===== src/rtl/alu_issue.sv =====
// alu_issue: decode/issue stage directly upstream of the ALU.
// Decodes one MIPS instruction per cycle into ALUOp, shamt, operands and
// destination, registers them on the rising edge of clock, and handles
// stall/flush, single-entry EX forwarding and illegal-instruction counting.
module alu_issue #(
    parameter int FORWARD_EN = 1,
    parameter int CNT_W      = 8
) (
    input  logic             clock,
    input  logic             reset_n,
    input  logic [31:0]      instr,
    input  logic             in_valid,
    input  logic [31:0]      rs_data,
    input  logic [31:0]      rt_data,
    input  logic             stall,
    input  logic             flush,
    input  logic [31:0]      ex_result,
    output logic [31:0]      rs,
    output logic [31:0]      rt,
    output logic [3:0]       ALUOp,
    output logic [4:0]       shamt,
    output logic [4:0]       dest,
    output logic             regwrite,
    output logic             out_valid,
    output logic             illegal,
    output logic [CNT_W-1:0] illegal_count
);

    typedef enum logic [3:0] {
        ALU_NOP = 4'b0000,
        ALU_ADD = 4'b0001,
        ALU_SUB = 4'b0010,
        ALU_AND = 4'b0011,
        ALU_OR  = 4'b0100,
        ALU_NOR = 4'b0101,
        ALU_SLT = 4'b0110,
        ALU_SLL = 4'b0111,
        ALU_SRL = 4'b1000,
        ALU_SRA = 4'b1001
    } alu_op_e;

    logic [31:0]      rs_q, rs_d;
    logic [31:0]      rt_q, rt_d;
    alu_op_e          aluop_q, aluop_d;
    logic [4:0]       shamt_q, shamt_d;
    logic [4:0]       dest_q, dest_d;
    logic             regwrite_q, regwrite_d;
    logic             out_valid_q, out_valid_d;
    logic             illegal_q, illegal_d;
    logic [CNT_W-1:0] count_q, count_d;

    logic [5:0]  opcode;
    logic [5:0]  funct;
    logic        dec_legal;
    logic        dec_is_r;
    logic        dec_sext;
    alu_op_e     dec_op;
    logic [31:0] imm_ext;
    logic        fwd_rs;
    logic        fwd_rt;
    logic        load_en;
    logic [4:0]  load_dest;

    assign opcode = instr[31:26];
    assign funct  = instr[5:0];

    // Decode opcode/funct into the ALU function and immediate extension kind
    always_comb begin
        dec_legal = 1'b1;
        dec_is_r  = (opcode == 6'h00);
        dec_sext  = 1'b0;
        dec_op    = ALU_NOP;
        if (dec_is_r) begin
            case (funct)
                6'h20:   dec_op = ALU_ADD;
                6'h22:   dec_op = ALU_SUB;
                6'h24:   dec_op = ALU_AND;
                6'h25:   dec_op = ALU_OR;
                6'h27:   dec_op = ALU_NOR;
                6'h2A:   dec_op = ALU_SLT;
                6'h00:   dec_op = ALU_SLL;
                6'h02:   dec_op = ALU_SRL;
                6'h03:   dec_op = ALU_SRA;
                default: dec_legal = 1'b0;
            endcase
        end else begin
            case (opcode)
                6'h08: begin dec_op = ALU_ADD; dec_sext = 1'b1; end
                6'h0A: begin dec_op = ALU_SLT; dec_sext = 1'b1; end
                6'h0C:   dec_op = ALU_AND;
                6'h0D:   dec_op = ALU_OR;
                default: dec_legal = 1'b0;
            endcase
        end
    end

    assign imm_ext   = dec_sext ? {{16{instr[15]}}, instr[15:0]} : {16'h0000, instr[15:0]};
    assign load_dest = dec_is_r ? instr[15:11] : instr[20:16];
    assign load_en   = !flush && !stall;

    // Forwarding compares against the instruction currently held on the outputs
    assign fwd_rs = (FORWARD_EN != 0) && out_valid_q && regwrite_q && (dest_q == instr[25:21]);
    assign fwd_rt = (FORWARD_EN != 0) && out_valid_q && regwrite_q && (dest_q == instr[20:16]);

    // Next-state: flush beats stall beats load; empty or illegal loads become bubbles
    always_comb begin
        rs_d        = rs_q;
        rt_d        = rt_q;
        aluop_d     = aluop_q;
        shamt_d     = shamt_q;
        dest_d      = dest_q;
        regwrite_d  = regwrite_q;
        out_valid_d = out_valid_q;
        illegal_d   = 1'b0;
        count_d     = count_q;

        if (flush || (load_en && !(in_valid && dec_legal))) begin
            rs_d        = '0;
            rt_d        = '0;
            aluop_d     = ALU_NOP;
            shamt_d     = '0;
            dest_d      = '0;
            regwrite_d  = 1'b0;
            out_valid_d = 1'b0;
        end

        if (load_en && in_valid && !dec_legal) begin
            illegal_d = 1'b1;
            if (count_q != '1) begin
                count_d = count_q + 1'b1;
            end
        end

        if (load_en && in_valid && dec_legal) begin
            rs_d        = fwd_rs ? ex_result : rs_data;
            rt_d        = !dec_is_r ? imm_ext : (fwd_rt ? ex_result : rt_data);
            aluop_d     = dec_op;
            shamt_d     = dec_is_r ? instr[10:6] : 5'd0;
            dest_d      = load_dest;
            regwrite_d  = (load_dest != 5'd0);
            out_valid_d = 1'b1;
        end
    end

    // Issue register, cleared asynchronously
    always_ff @(posedge clock or negedge reset_n) begin
        if (!reset_n) begin
            rs_q        <= '0;
            rt_q        <= '0;
            aluop_q     <= ALU_NOP;
            shamt_q     <= '0;
            dest_q      <= '0;
            regwrite_q  <= 1'b0;
            out_valid_q <= 1'b0;
            illegal_q   <= 1'b0;
            count_q     <= '0;
        end else begin
            rs_q        <= rs_d;
            rt_q        <= rt_d;
            aluop_q     <= aluop_d;
            shamt_q     <= shamt_d;
            dest_q      <= dest_d;
            regwrite_q  <= regwrite_d;
            out_valid_q <= out_valid_d;
            illegal_q   <= illegal_d;
            count_q     <= count_d;
        end
    end

    assign rs            = rs_q;
    assign rt            = rt_q;
    assign ALUOp         = aluop_q;
    assign shamt         = shamt_q;
    assign dest          = dest_q;
    assign regwrite      = regwrite_q;
    assign out_valid     = out_valid_q;
    assign illegal       = illegal_q;
    assign illegal_count = count_q;

endmodule


===== config.mk =====
export PLATFORM = sky130hd
export DESIGN_NAME = alu_issue
export DESIGN_NICKNAME = d
export VERILOG_FILES = /design/src/rtl/alu_issue.sv
export SDC_FILE = /design/constraint.sdc
export NUM_CORES = 1
export LEC_CHECK = 0
export CAP_MARGIN = 20
export CORE_ASPECT_RATIO = 0.8
export CORE_MARGIN = 5
export CORE_UTILIZATION = 30
export CTS_CLUSTER_SIZE = 16
export DETAILED_ROUTE_END_ITERATION = 7
export GPL_TIMING_DRIVEN = 0
export SLEW_MARGIN = 15
export SYNTH_ARGS = -nofsm -noshare
export SYNTH_HDL_FRONTEND = slang
export SYNTH_SLANG_ARGS = --single-unit

===== constraint.sdc =====
create_clock -name clock -period 3.8 [get_ports clock]
set_clock_uncertainty 0.1 [all_clocks]
set_input_delay 0.76 -clock clock [delete_from_list [all_inputs] [get_ports clock]]
set_output_delay 0.76 -clock clock [all_outputs]
set_load 0.05 [all_outputs]

==> summary.txt, run 1 <==
Worst setup path
  – Slowest cell on crit path: clkdlybuf4s50_1
  – CP endpoint kind: flip-flop
  – Stages on worst setup path: 8
  – Critical path class: in -> reg
  – CP required: just under 4000 ps
  – Maximum fanout along the worst path: 10
  – CP most frequent cell: clkbuf_1
  – CP cell instances: clkdlybuf4s50_1 -> xnor2_1 -> and4_1 -> clkbuf_1 -> nand2_1 -> clkbuf_1 -> a211oi_1 -> o31ai_1
  – Crit start category: input pin
  – FF-to-FF path depth: 8
  – CP bufs+invs: 3
  – Crit path max-delay family: buffers and inverters
  – Slowest cell delay on critical path: ~560 ps
  – Crit path DAT: between 3000 and 4000 ps

Clock tree
  – H-tree level count: 3
  – Total CTS buffers: 9
  – CTS tree: built
  – Root Driver: clkbuf_16
  – Post_cts resized: 0
  – Worst-path clk slew: ~60 ps
  – Hold buffers post-CTS: 0
  – Clk_lat worst skew: roughly 340 ps
  – # Post-CTS Setup Buffers: 0
  – Maximum buffer depth of the clock tree: 2
  – Sink Count: 89

Layout
  – Share of post-route cells with drive strength above 1: 4.56%
  – Sequential Area: roughly 2200 µm²
  – Nets@finish: roughly 900
  – Multi-input gate area: between 2000 and 2500 µm²
  – Area growth from synthesis to final layout: 56.6%
  – Design area: approximately 7500 µm²
  – Diode count: 0
  – Fin util: approximately 48%
  – Fillers: about 1500

Placement
  – Port buffer count: between 200 and 250
  – DP HPWL: 14900 µm
  – Gp weighted congestion: about 0.87
  – Dpl cell area: about 7200 µm²

Power
  – Switching power: roughly 660 µW
  – Sequential power share: about two fifths
  – Comb pwr share: between 10% and 20%
  – Int Power: around 1.8 mW
  – Net Sw Frac: a little over a quarter
  – Clock Power Share: 38.7%
  – Cell Pwr Density: roughly 320 nW/µm²
  – Leak: 3.19 nW
  – Max VDD drop: between 0.4 and 0.5 mV

Synth
  – Synth area leader: dfrtp_1
  – Main synth FF type: dfrtp_1
  – Synthesized net count: 651
  – Post-synthesis sequential area ratio: roughly 46%
  – Syn_area_per_cell: 9.31 µm²
  – Synth area leaders: dfrtp_1, mux2i_1, nand2_1, o21ai_1, nand3_1
  – Syn Inst Count: between 500 and 600
  – Post-synth EDFFs: 0
  – Syn. warnings: 0
  – Top-area cell type share of the netlist area: a little under half
  – Synth async-reset ratio: 100%
  – Synthesized cell area: 4810 µm²
  – Synthesis-stage register bit count: approximately 90
  – Yosys cell types: 44

Global routing
  – Largest net degree at the start of global routing: 47
  – Vias in the first global route: between 4000 and 5000
  – Overflow after GRT: 0
  – First-pass GRT wire length: between 20000 and 30000 µm
  – Gr usage total: around 20%
  – Antenna violations before repair: 0

Drt
  – Antenna-violating nets left: 0
  – Vias/cell: ~5.1
  – Iteration-0 DRC Markers: 260
  – Total Routed Length: 19400 µm
  – DRC Markers: 0
  – DR pass1 iterations: 5
  – Routed WL per cell: just over 20 µm
  – Vias: roughly 4900

Floorplanning
  – Row count: 41
  – Die area: 18700 µm²
  – Core ar.: around 16000 µm²
  – Initial Util: between 30% and 40%
  – Die W: approximately 150 µm
  – Top Ports: about 220
  – Die height: 123 µm

STA
  – Hold Vio Cnt, Final: 0
  – RSZ-0062 raised after global routing: false
  – Final worst-path cycle share: a little under 80%
  – Worst Tran Pin Value: about 900 ps
  – Final setup viols: 0
  – Relative slew slack: 40.1%
  – Fin. max-slew vios: 0
  – Max Clock Freq: ~330 MHz
  – Fin crit period: approximately 3000 ps

Flow run
  – Max Cap Viol: 0

Run status
  – Status: complete, no violations

Hold path
  – HP Class: in -> async
==> worst register-to-register path, delay by kind of cell, from the launching register on <==
| family | cells | cell delay (ps) |
|---|---|---|
| buffers and inverters | 3 | 1180 |
| XOR/XNOR | 1 | 210 |
| AND/OR/NAND/NOR | 3 | 430 |
| AO/OA/AOI/OAI | 1 | 130 |
| flip-flops | 1 | 430 |
==> cells by family (layout without fill, tap and decap cells) <==
group | Yosys count | in the layout | synth area share [%]
simple gates | 184 | 184 | 18.6
fa+ha+maj | 1 | 1 | 0.260
flops | 89 | 89 | 46.3
compound gates | 135 | 135 | 18.5
mux | 42 | 42 | 8.81
xor+xnor | 16 | 16 | 2.91
buf+inv | 50 | 279 | 4.71
==> cell type report <==
class	count	area share, %
flip-flops and latches	89	29.5
clock buffers	14	3.63
inverters	2	0.0996
well taps	215	3.57
repair buffers	213	28.5
multi-input cells	378	31.3
clock inverters	2	0.465
plain buffers	48	2.90
==> placed cells by master, fill, tap and decap left out, types with 16 or more instances in the layout <==
cell | netlist | layout
a211oi_1 | 22 | 22
a22o_1 | 16 | 16
and3_1 | 18 | 18
clkbuf_1 | 28 | 30
clkdlybuf4s50_1 | 0 | 211
dfrtp_1 | 89 | 89
mux2i_1 | 39 | 39
nand2_1 | 77 | 77
nand3_1 | 40 | 40
nor2_1 | 19 | 19
o21ai_0 | 17 | 17
o21ai_1 | 45 | 45
o31ai_1 | 19 | 19
==> metrics by stage <==
step	total power, mW	setup WS (ps)	hold slack [ps]	setup TNS (ps)	std cells
after floorplan	1.23	1270	364	0	517
final	2.41	799	319	0	961
after global placement	1.49	-1610	359	-142080	944
after CTS	2.45	808	348	0	961
after global routing	2.51	623	362	0	961
after detailed placement	1.50	443	368	0	945
==> Yosys cell counts (3+ instances only) <==
cell type and number:
nand4_1 3, xor2_1 10, buf_6 3, nand2_1 77
o31ai_1 19, and3_1 18, nor2b_1 3, a22o_1 16
nor2_1 19, mux2_1 3, dfrtp_1 89, buf_2 10
nor4_1 3, clkbuf_1 28, xnor2_1 6, nor3_1 6
o21ai_1 45, nand3_1 40, buf_1 6, a21oi_1 7
a211oi_1 22, mux2i_1 39, o21ai_0 17
==> worst paths after layout <==
kind / to / slack, ps / start
max in group asynchronous: rs[23] / 2620 / reset_n
max reg2reg: rt[24] / 1260 / dest[1]
min: rs[6] / 320 / reset_n
max: rt[12] / 800 / instr[19]
min reg2reg: rt[13] / 380 / rt[13]
min in group clock: rt[13] / 380 / rt[13]
==> flip-flops by register name, summed over array words and instances (netlist names), 4 cells and up <==
signal	flops
rs	32
rt	32
illegal_count	8
dest	5
shamt	5
ALUOp	4
==> power by group through the flow <==
stage / clock network, mW / logic, mW / registers (mW)
after floorplan: 0 / 0.108 / 1.12
after global placement: 0 / 0.462 / 1.03
after detailed placement: 0 / 0.468 / 1.03
after CTS: 0.963 / 0.470 / 1.01
after global routing: 1.00 / 0.498 / 1.02
final: 0.934 / 0.467 / 1.01
==> metal layers <==
metal  GRT usage [%]  vias to the layer above  share of wire [%]
li1                -                     2316                  -
met1            27.6                     2367                 44
met2            31.4                      214                 44
met3            6.52                       26                9.8
met4            6.06                        0                2.1
met5               0                        -                  0
No activity file was read; power rests on OpenSTA's default activity.
==> inputs of run 2 (changes only) <==
Clock period 3.8 ns to 2.63 ns, I/O delays scaled along.
==> run 2 against run 1 <==
Critical path depth is the same. Global-route usage is the same. Cell area is essentially flat. Setup slack lost 690 ps. First-iteration DRC count grew 13%. Critical path type unchanged.
==> summary.txt, run 2 (synthesis results as in run 1) <==
Run status
  – Status: complete, no violations

Layout
  – Diode count: 0 (unchanged)
  – Nets@finish: 872 (-0.34%)
  – Area growth from synthesis to final layout: 56.7% (about the same)
  – Design area: 7540 µm² (about the same)
  – Most common cell after layout, fill and taps aside: clkdlybuf4s50_1
  – Final Non-Filler Cells: 958 (-0.31%)
  – Fillers: 1522 (-0.13%)
  – Most frequent cells in the layout: clkdlybuf4s50_1, dfrtp_1, nand2_1, o21ai_1, nand3_1
  – Sequential Area: 2230 µm² (unchanged)
  – Multi-input gate area: 2370 µm² (+0.32%)
  – Fin util: 47.9% (about the same)
  – Share of post-route cells with drive strength above 1: 5.65% (+1.1 points)

Clock tree
  – Root Driver: clkbuf_16
  – CTS tree: built
  – Worst-path clk slew: 60 ps (about the same)
  – Maximum buffer depth of the clock tree: 2 (unchanged)
  – Sink Count: 89 (unchanged)
  – Total CTS buffers: 9 (unchanged)
  – H-tree level count: 3 (unchanged)
  – Clk_lat worst skew: 340 ps (about the same)
  – Hold buffers post-CTS: 0 (unchanged)

Worst setup path
  – R2r setup slk: 290 ps (-970 ps)
  – Critical path class: in -> reg
  – Worst R2R Start: dest[3]
  – Critical Path Sink: illegal_count[7]
  – CP most frequent cell: buf_6
  – Stages on worst setup path: 8 (unchanged)
  – Crit path DAT: 2640 ps (-470 ps)
  – Launch point of the worst path: instr[30]
  – CP required: 2750 ps (-1160 ps)
  – Slowest cell delay on critical path: 470 ps (-90 ps)
  – R2R Path End: rs[25]
  – Crit path max-delay family: buffers and inverters
  – CP endpoint kind: flip-flop
  – Crit start category: input pin
  – Maximum fanout along the worst path: 10 (unchanged)
  – FF-to-FF path depth: 6 (-2)
  – CP cell instances: clkdlybuf4s50_1 -> nor4_4 -> and2_1 -> buf_6 -> o211ai_2 -> buf_6 -> a2111oi_4 -> mux2_1
  – CP bufs+invs: 3 (unchanged)
  – Slowest cell on crit path: clkdlybuf4s50_1

Power
  – Leak: 3.20 nW (+0.52%)
  – Cell Pwr Density: 463 nW/µm² (+44%)
  – Max VDD drop: 0.600 mV (+44%)

Global routing
  – Antenna violations before repair: 0 (unchanged)
  – Vias in the first global route: 4975 (unchanged)
  – First-pass GRT wire length: 28900 µm (unchanged)
  – Overflow after GRT: 0 (unchanged)
  – Gr usage total: 20.4% (unchanged)
  – Largest net degree at the start of global routing: 47 (unchanged)

Drt
  – Vias: 4857 (-1.3%)
  – Iteration-0 DRC Markers: 295 (+13%)
  – Routed WL per cell: 20.3 µm (+0.72%)
  – Total Routed Length: 19500 µm (+0.40%)
  – DR pass1 iterations: 4 (-1)
  – Vias/cell: 5.07 (-1.0%)
  – DRC Markers: 0 (unchanged)
  – Antenna-violating nets left: 0 (unchanged)

Placement
  – Port buffer count: 212 (unchanged)
  – Gp weighted congestion: 0.870 (unchanged)
  – Dpl cells: 945 (unchanged)
  – Dpl cell area: 7230 µm² (unchanged)
  – DP HPWL: 14900 µm (unchanged)

STA
  – Setup TNS: 0 ps (unchanged)
  – Worst Tran Pin Value: 810 ps (-88.7 ps)
  – Fin crit period: ~2500 ps
  – Hold Vio Cnt, Final: 0 (unchanged)
  – Fin. max-slew vios: 0 (unchanged)
  – Max Clock Freq: around 400 MHz
  – RSZ-0062 raised after global routing: false
  – Relative slew slack: 46.0% (+5.9 points)
  – Final worst-path cycle share: 95.7%
  – Final setup viols: 0 (unchanged)

Floorplanning
  – Die W: 152 µm (unchanged)
  – Row count: 41 (unchanged)
  – Core ar.: 15700 µm² (unchanged)
  – Die height: 123 µm (unchanged)
  – Die area: 18700 µm² (unchanged)
  – Initial Util: 30.6% (unchanged)
  – Top Ports: 222 (unchanged)

Hold path
  – HP Class: in -> async

Flow run
  – Max Cap Viol: 0 (unchanged)
-- run 2: through the flow --
step                power [mW]  setup slack (ps)  hold slack [ps]
CTS                       3.53              2.19              114
detailed placement        2.16              -493              368
global placement          2.15             -2540              359
global route              3.63              20.4              128
finish                    3.49               112             91.0
floorplan                 1.77               338              130
-- run 2: power breakdown --
part           leakage (nW)  switching (mW)  internal, mW  total (mW)
registers              1.23          0.0519          1.41        1.46
clock network         0.153           0.537         0.815        1.35
logic                  1.81           0.367         0.308       0.675
total                  3.20           0.956          2.53        3.49
-- run 2: worst min-delay path by stage --
stage / from / to / slack (ps) / cells past startpoint
after floorplan: reset_n / ALUOp[0] / 130 / 0
after global routing: reset_n / rs[6] / 130 / 1
after CTS: reset_n / rs[6] / 110 / 1
after detailed placement: rt[0] / rt[0] / 370 / 2
after global placement: rt[4] / rt[4] / 360 / 2
final: reset_n / rs[6] / 90 / 1
-- run 2: timing repair --
| action | in CTS | in global routing |
|---|---|---|
| pin swaps | 0 | 1 |
| setup endpoints to repair | 19 | 30 |
| gates resized for setup | 6 | 4 |
| setup buffers | 0 | 0 |
-- run 2: cell type report --
class                      instances  area share [%]
inverter                           2          0.0995
clock buffer                      14            3.63
multi-input combinational        378            31.4
sequential                        89            29.5
tap                              215            3.57
buffer                            45            2.85
clock inverter                     2           0.464
timing repair buffer             213            28.5
-- run 2: metal layers --
metal | routed length (µm) | vias up | global-route usage [%]
li1 | - | 2310 | -
met4 | 335 | 0 | 6.06
met5 | 0 | - | 0
met1 | 8410 | 2331 | 27.6
met3 | 1980 | 20 | 6.52
met2 | 8730 | 196 | 31.4
==> inputs of run 3 (changes only) <==
Settings changed: CORE_UTILIZATION 30 to 39, CTS_BUF_LIST from default to sky130_fd_sc_hd__clkbuf_4, PLACE_DENSITY from default to 0.79.
==> run 3 against run 2 <==
Power is 20% lower. Setup slack worse by 25 ps. Sequential share of layout area up 1.1 points. Via count is 3.5% higher. Clock power shrank 51%. Final cell count shrank 6.3%. Critical path type unchanged. Clock-buffer cell count down 4. Routed wire length decreased by 4.3%. Die area decreased by 21%. Sequential power hardly changed. Register-to-register slack lost 140 ps. Highest routed layer unchanged. Largest cell class is now non-clock buffers.
==> summary.txt, run 3 (synthesis results as in run 1) <==
Run status
  – Status: complete, no violations

Power
  – Int Power: 1.91 mW (-25%)
  – Net Sw Frac: 31.7% (+4.3 points)
  – Final Total Pwr: 2.79 mW (-20%)
  – Comb pwr share: 24.2% (+4.8 points)
  – Cell Pwr Density: 385 nW/µm² (-17%)
  – Leak: 3.11 nW (-2.9%)
  – Switching power: 885 µW (-7.4%)
  – Clock Power Share: 23.5% (-15 points)
  – Sequential power share: 52.3% (+10 points)
  – Max VDD drop: 0.466 mV (-22%)

Worst setup path
  – CP cell instances: clkdlybuf4s50_1 -> xor2_1 -> nor4_1 -> nand4_1 -> buf_1 -> mux2i_1 -> o21ai_1
  – CP required: 2870 ps (+120 ps)
  – Crit path DAT: 2780 ps (+140 ps)
  – Crit start category: input pin
  – Maximum fanout along the worst path: 10 (unchanged)
  – FF-to-FF path depth: 6 (unchanged)
  – Slowest cell delay on critical path: 800 ps (+330 ps)
  – R2r setup slk: 150 ps (-140 ps)
  – CP endpoint kind: flip-flop
  – Slowest cell on crit path: buf_1
  – Critical path class: in -> reg

STA
  – Setup TNS: 0 ps (unchanged)
  – RSZ-0062 raised after global routing: false
  – Hold Vio Cnt, Final: 0 (unchanged)
  – Max Clock Freq: 393 MHz (-0.98%)
  – Setup slack after layout: 87.5 ps (-24.9 ps)
  – Worst Tran Pin Value: 1020 ps (+208 ps)
  – Final setup viols: 0 (unchanged)
  – Final worst-path cycle share: 96.7% (+0.95 points)
  – Relative slew slack: 32.1% (-14 points)
  – Fin. max-slew vios: 0 (unchanged)
  – Fin crit period: 2540 ps (+24.9 ps)

Hold path
  – Hold path cells: 2
  – HP Class: in -> reg

Drt
  – Antenna-violating nets left: 0 (unchanged)
  – Vias/cell: 5.60 (+10%)
  – Iteration-0 DRC Markers: 363 (+23%)
  – DR pass1 iterations: 5 (+1)
  – DRC Markers: 0 (unchanged)
  – Total Routed Length: 18600 µm (-4.3%)
  – Vias: 5029 (+3.5%)
  – Routed WL per cell: 20.7 µm (+2.1%)

Global routing
  – Gr usage total: 25.1% (+4.7 points)
  – First-pass GRT wire length: 28500 µm (-1.4%)
  – Vias in the first global route: 5154 (+3.6%)
  – Overflow after GRT: 0 (unchanged)
  – Antenna violations before repair: 0 (unchanged)
  – Largest net degree at the start of global routing: 48 (+2.1%)

Floorplanning
  – Top Ports: 222 (unchanged)
  – Core ar.: 12100 µm² (-23%)
  – Die W: 134 µm (-11%)
  – Die area: 14700 µm² (-21%)
  – Initial Util: 39.7% (+9.2 points)
  – Row count: 36 (-12%)
  – Die height: 109 µm (-11%)

Clock tree
  – Worst-path clk slew: 140 ps (+80 ps)
  – Total CTS buffers: 9 (unchanged)
  – # Post-CTS Setup Buffers: 0 (unchanged)
  – Maximum buffer depth of the clock tree: 2 (unchanged)
  – Root Driver: clkbuf_4
  – CTS tree: built
  – Clk_lat worst skew: 440 ps (+100 ps)
  – Sink Count: 89 (unchanged)
  – H-tree level count: 3 (unchanged)

Layout
  – Most common cell after layout, fill and taps aside: clkdlybuf4s50_1
  – Most frequent cells in the layout: clkdlybuf4s50_1, dfrtp_1, nand2_1, o21ai_1, nand3_1
  – Nets@finish: 876 (+0.46%)
  – Fillers: 1048 (-31%)
  – Diode count: 0 (unchanged)
  – Area growth from synthesis to final layout: 50.9%
  – Share of post-route cells with drive strength above 1: 5.09% (-0.56 points)

Flow run
  – Max Cap Viol: 0 (unchanged)

Placement
  – Post-place setup slack: -371 ps (+122 ps)
  – Port buffer count: 212 (unchanged)
  – Gp weighted congestion: 0.915 (+5.2%)
  – DP HPWL: 14400 µm (-3.8%)
[run 3: cell types whose count changed in the layout (fill, tap and decap cells not counted), sizes merged]
cell         change
clkinv           +4
bufinv           -1
dlygate4sd3      +1
clkbuf           -2
buf              +1
[run 3: critical path, delay by kind of cell]
kind	cells	cell delay [ps]
buffers and inverters	2	1280
XOR/XNOR	1	170
AND/OR/NAND/NOR	2	360
multiplexers	1	320
AO/OA/AOI/OAI	1	100
[run 3: worst paths after layout]
check | from | endpoint
worst max-delay path | instr[23] | rs[5]
worst min-delay path | instr[26] | ALUOp[0]
worst max register to register | dest[2] | rs[5]
worst min register to register | rt[13] | rt[13]
max in group asynchronous | reset_n | illegal_count[1]
min in group asynchronous | reset_n | rs[10]
[run 3: cell type report]
cell class / instances / area, µm² / share of cell area, %
Clock buffer: 10 / 75.1 / 1.03
Timing Repair Buffer: 214 / 2160 / 29.7
Multi-Input combinational cell: 378 / 2360 / 32.5
Clock inverter: 5 / 23.8 / 0.327
Tap cell: 152 / 190 / 2.62
Sequential cell: 89 / 2230 / 30.7
Buffer: 48 / 223 / 3.07
Inverter: 2 / 7.51 / 0.103
[run 3: routing by layer]
layer	up-vias	track usage (%)	share of wire, %
li1	2307	-	-
met1	2442	32.8	43
met2	253	40.9	46
met3	27	7.78	9.5
met4	0	6.69	1.8
met5	-	0	0
[run 3: power by group through the flow]
stage / Sequential [mW] / Combinational (mW) / Clock, mW
after global routing: 1.47 / 0.719 / 0.732
final: 1.46 / 0.677 / 0.656
after floorplan: 1.62 / 0.156 / 0
after detailed placement: 1.49 / 0.675 / 0
after global placement: 1.48 / 0.659 / 0
after CTS: 1.46 / 0.680 / 0.679
[run 3: metrics by stage]
step	area (µm²)	hold slack [ps]	std cells	utilization, %
4_1_cts	7260	165	898	59.9
2_1_floorplan	4810	130	517	-
3_5_place_dp	7150	367	882	59.0
5_1_grt	7270	157	898	60.0
3_3_place_gp	7130	359	881	58.8
6_report	7270	194	898	60.0
[run 3: what timing repair did]
action	in CTS	in global routing
hold buffers	1	0
setup endpoints to repair	0	20
endpoints found under the hold margin	42	0
resized for setup	0	7
